File: src/rtl/pool2x2_stream.sv
// 2x2 stride-2 pooling over full input rows with valid/ready on both sides.
// One pool2x2_lane per output element; the top holds row phase, row buffer and output register.

module pool2x2_lane #(
  parameter int DW     = 16,
  parameter int MODE   = 0,
  parameter int SIGNED = 0
) (
  input  logic [DW-1:0] a,
  input  logic [DW-1:0] b,
  input  logic [DW:0]   buf_e,
  output logic [DW:0]   h,
  output logic [DW-1:0] res
);
  localparam logic SG = (SIGNED != 0);

  logic [DW:0] ax, bx;
  assign ax = {SG & a[DW-1], a};
  assign bx = {SG & b[DW-1], b};

  // Extended operands are non-negative when unsigned, so a signed compare serves both modes.
  function automatic logic gt(input logic [DW:0] x, input logic [DW:0] y);
    return $signed(x) > $signed(y);
  endfunction

  if (MODE == 0) begin : g_max
    always_comb begin
      h   = gt(bx, ax) ? bx : ax;
      res = DW'(gt(h, buf_e) ? h : buf_e);
    end
  end else begin : g_avg
    logic [DW+1:0] s;
    always_comb begin
      h   = ax + bx;
      s   = {SG & buf_e[DW], buf_e} + {SG & h[DW], h};
      res = SG ? DW'($signed(s) >>> 2) : DW'(s >> 2);
    end
  end
endmodule

module pool2x2_stream #(
  parameter int DW     = 16,
  parameter int IN_W   = 28,
  parameter int IN_H   = 28,
  parameter int CH     = 2,
  parameter int MODE   = 0,
  parameter int SIGNED = 0
) (
  input  logic                       clk,
  input  logic                       rst,
  input  logic                       in_valid,
  output logic                       in_ready,
  input  logic                       in_sof,
  input  logic [CH*IN_W*DW-1:0]      in_data,
  output logic                       out_valid,
  input  logic                       out_ready,
  output logic [CH*(IN_W/2)*DW-1:0]  out_data,
  output logic                       out_last
);
  localparam int NP = CH * IN_W / 2;
  localparam int RW = $clog2(IN_H);
  localparam logic [RW-1:0] LAST = RW'(IN_H - 1);

  logic [RW-1:0]           row_q, row_d;
  logic [NP-1:0][DW:0]     buf_q, buf_d;
  logic [NP-1:0][DW-1:0]   out_data_q, out_data_d;
  logic                    out_valid_q, out_valid_d;
  logic                    out_last_q, out_last_d;
  logic [NP-1:0][DW:0]     h;
  logic [NP-1:0][DW-1:0]   res;
  logic                    odd, acc;

  // Output element g pools input elements 2g and 2g+1 of the same channel.
  for (genvar g = 0; g < NP; g++) begin : g_lane
    pool2x2_lane #(.DW(DW), .MODE(MODE), .SIGNED(SIGNED)) u_lane (
      .a     (in_data[(2*g)*DW +: DW]),
      .b     (in_data[(2*g+1)*DW +: DW]),
      .buf_e (buf_q[g]),
      .h     (h[g]),
      .res   (res[g])
    );
  end

  always_comb begin
    // A sof beat is always an even-phase beat, whatever the counter says.
    odd         = row_q[0] && !in_sof;
    in_ready    = !odd || !out_valid_q || out_ready;
    acc         = in_valid && in_ready;
    row_d       = row_q;
    buf_d       = buf_q;
    out_data_d  = out_data_q;
    out_last_d  = out_last_q;
    out_valid_d = out_valid_q;
    if (out_ready) out_valid_d = 1'b0;
    if (acc) begin
      if (in_sof)            row_d = RW'(1);
      else if (row_q == LAST) row_d = '0;
      else                   row_d = row_q + RW'(1);
      if (odd) begin
        out_data_d  = res;
        out_valid_d = 1'b1;
        out_last_d  = (row_q == LAST);
      end else begin
        buf_d = h;
      end
    end
  end

  always_ff @(posedge clk) begin
    if (rst) begin
      row_q       <= '0;
      buf_q       <= '0;
      out_data_q  <= '0;
      out_valid_q <= 1'b0;
      out_last_q  <= 1'b0;
    end else begin
      row_q       <= row_d;
      buf_q       <= buf_d;
      out_data_q  <= out_data_d;
      out_valid_q <= out_valid_d;
      out_last_q  <= out_last_d;
    end
  end

  assign out_valid = out_valid_q;
  assign out_data  = out_data_q;
  assign out_last  = out_last_q;
endmodule

File: config.mk
export PLATFORM = sky130hd
export DESIGN_NAME = pool2x2_stream
export DESIGN_NICKNAME = d
export VERILOG_FILES = /design/src/rtl/pool2x2_stream.sv
export SDC_FILE = /design/constraint.sdc
export NUM_CORES = 2
export LEC_CHECK = 0
export CORE_AREA = 2 2 522 524
export DETAILED_ROUTE_END_ITERATION = 6
export DIE_AREA = 0 0 524 526
export PLACE_DENSITY = 0.43
export SYNTH_ARGS = -nofsm -noshare
export SYNTH_HDL_FRONTEND = slang
export SYNTH_HIERARCHICAL = 1
export SYNTH_SLANG_ARGS = --single-unit
File: constraint.sdc
create_clock -name clk -period 6.1 [get_ports clk]
set_input_delay 0.61 -clock clk [delete_from_list [all_inputs] [get_ports clk]]
set_output_delay 0.61 -clock clk [all_outputs]
set_load 0.01 [all_outputs]
==> reports/qor.txt <==
Status: complete, no violations
Worst Path Required: 6.67 ns
Crit-path leading delay family: compound AO/OA/AOI/OAI gates
Worst ir drop on vdd: 0.000232 V
Worst-path clk slew: 0.06 ns
CP Capture Type: register
Initial DRC count: 4,389
Clk sink count: 931
Clock root buffer: clkbuf_16
Drt pass-1 iters: 6
Layout Nets: 11,304
Max Slew Vio Count: 0
Yosys warning count: 6
Reg2Reg Capture Point: out_data[429]$_SDFFE_PP0P_
HP Class: in -> reg
Worst-Skew Late Latency: 0.76 ns
Max Fclk: 198 MHz
Post-route setup TNS: 0 ns
Reg2Reg Setup Slack: 3.14 ns
Worst Path Max Fanout: 9
Worst Skew: 0.0344 ns
Post-synth top area share: 25.3%
Starting Density: 27.3%
Largest area contributor in the netlist: dfxtp_1
Cts hold-fix bufs: 0
Critical Path Slowest Stage Cell: clkdlybuf4s50_1
Die H: 526 um
Asr flop ratio synth: 0%
CTS Buf Count: 120
Period utilization: 82.9%
Net Count, Synth: 10,386
Routability cong.: 0.901
Worst EP arrival: 5.63 ns
Final core utilization: 34.8%
Crit path largest cell delay: 0.73 ns
Leak: 0.0369 uW
Post_cts resized: 0
Synth Area per Inst: 8.57 sq um
Crit path top cell by count: a21oi_1
Max H-tree Level: 3
#FFs+latches synth: 931
Fin. Hold Viols: 0
WL/cell: 24.5 um
Critical path class: in -> reg
Fillcell total: 27,668
Synth Instances: 8,588
CTS tree: built
Share of cells above drive strength 1: 14.1%
Fin crit period: 5.06 ns
Startpoint Class: input pin
Buffer count from post-CTS setup fixing: 0
Pwr dens: 227 mW/mm^2
Core Rows: 191
Die area: 0.276 sq mm
Drt total wl: 323,000 um
Final ANT Viol Nets: 0
Syn-to-layout area delta: 27.5%
Port Buffers: 1,351
Detailed-route DRC error count: 0
All-Layer GR Usage: 22.4%
Core Area: 0.270 sq mm
Worst Max-Slew Pin Slew: 1.14 ns
Most common cell in the netlist: a21oi_1
Max-slew headroom: 24.3%
Sequential area share after synthesis: 25.3%
Synth cell types: 50
Critical path depth: 19
Antenna violations before repair: 85
Bufs on Longest Clock Path: 3
Io pins: 1,352
Endpoint of the worst hold path: buf_q[372]$_SDFFE_PP0P_
Largest net degree at the start of global routing: 198
Reg2reg start: buf_q[456]$_SDFFE_PP0P_
Number of synthesized flops with an enable pin: 0
Ys flop type: dfxtp_1
Max-Cap Viols: 0
Min-delay src: in_valid
Vias: 69,261
Number of global-route vias before repair: 68,738
RSZ-0062 raised after global routing: false
Setup violators final: 0
Die Span X: 524 um
Worst path bufs/invs: 4
Crit path cell chain: clkdlybuf4s50_1, inv_1, ha_1, nand4_1, or3_1, a21o_1, a31oi_4, buf_4, mux2_2, ha_1, a21oi_1, o21ai_0, o21bai_1, a21oi_1, o22ai_2, buf_4, mux2_2, nand4_1, a21oi_1
R2R cell count: 9
DP HPWL: 240,000 um
List of most frequent post-synthesis cells: 1,208 x a21oi_1, 931 x dfxtp_1, 899 x inv_1
First-pass GRT wire length: 470,000 um
Hold depth: 3
Cell Area, Synth: 0.0736 sq mm
Synth top area cells: dfxtp_1 25%, ha_1 15%, mux2_4 9.7%, a21oi_1 8.2%, mux2_2 6.0%
Post-DR vias/cell: 5.25
Grt ovf: 0
kinds of logic after synthesis:
group                      synth area share, %
AOI/OAI and AO/OA                         20.5
and+or+nand+nor                           13.2
buffers and inverters                     9.44
DFF                                       25.3
adders and majority gates                 15.2
muxes                                     16.1
other                                    0.143
worst reg2reg max path, stage by stage, from the launching register on:
cell	delay, ns
dfxtp_1	0.36
inv_1	0.05
ha_1	0.29
nand3_1	0.11
or4b_1	0.60
o22ai_2	0.60
buf_4	0.30
mux2_2	0.35
nand4_1	0.07
a21oi_1	0.08
placed cells by master, fill, tap and decap left out, drive strengths merged, types with 28 or more instances in the layout:
cell,instances
clkdlybuf4s50,1349
a21oi,1208
dfxtp,931
inv,904
ha,897
mux2,894
nand4,646
nand3,591
o21ai,562
o31ai,450
clkbuf,180
nand2,169
a21o,163
buf,149
nor2,112
nor4,56
diode,33
nor3,31
a31oi,31
a211oi,29
o211ai,28
or3,28
o21bai,28
conb,28
how the worst max path moves through the flow:
stage / from / end / slack [ns]
floorplan: in_data[623] / out_data[310]$_SDFFE_PP0P_ / 1.67
global placement: in_data[847] / out_data[430]$_SDFFE_PP0P_ / 0.33
detailed placement: in_data[847] / out_data[429]$_SDFFE_PP0P_ / 0.29
CTS: in_data[847] / out_data[429]$_SDFFE_PP0P_ / 1.14
global route: in_data[847] / out_data[429]$_SDFFE_PP0P_ / 0.86
finish: in_data[420] / out_data[223]$_SDFFE_PP0P_ / 1.04
layer usage:
layer / GRT usage (%) / wire, um
met2: 38.2 / 155000
met1: 27.5 / 136000
met3: 5.23 / 21800
met5: 0 / 331
met4: 7.05 / 9600
power by group:
part | switching [uW] | internal [uW] | total (uW)
clock network | 3060 | 4470 | 7530
logic | 3610 | 3470 | 7080
registers | 245 | 6420 | 6670
total | 6920 | 14400 | 21300
through the flow:
stage	cell area [sq um]	std cells	setup slack, ns	total power [uW]	hold slack, ns
after floorplan	73600	8588	1.67	11400	0.448
after global placement	89700	12954	0.332	13800	0.455
after detailed placement	89700	12954	0.294	13900	0.458
after CTS	93800	13168	1.14	21600	0.221
after global routing	93800	13187	0.865	22500	0.279
final	93900	13201	1.04	21300	0.320
registers in the layout, indices dropped and copies added, names as in the netlist:
| register | cells |
|---|---|
| buf_q | 476 |
| out_data | 448 |
| out_last | 1 |
| out_valid | 1 |
| row_q | 5 |
cell type report:
cell class                      count  area, sq um  share of cell area (%)
Inverter                          900         3390                    3.61
Timing Repair Buffer             1498        15100                    16.1
Clock inverter                     34          497                   0.529
Tap cell                         3570         4470                    4.76
Antenna cell                       33         82.6                  0.0880
Sequential cell                   931        18600                    19.9
Clock buffer                      180         3600                    3.84
Multi-Input combinational cell   6055        48100                    51.2
Note: power is estimated with default switching activity, not from simulation.
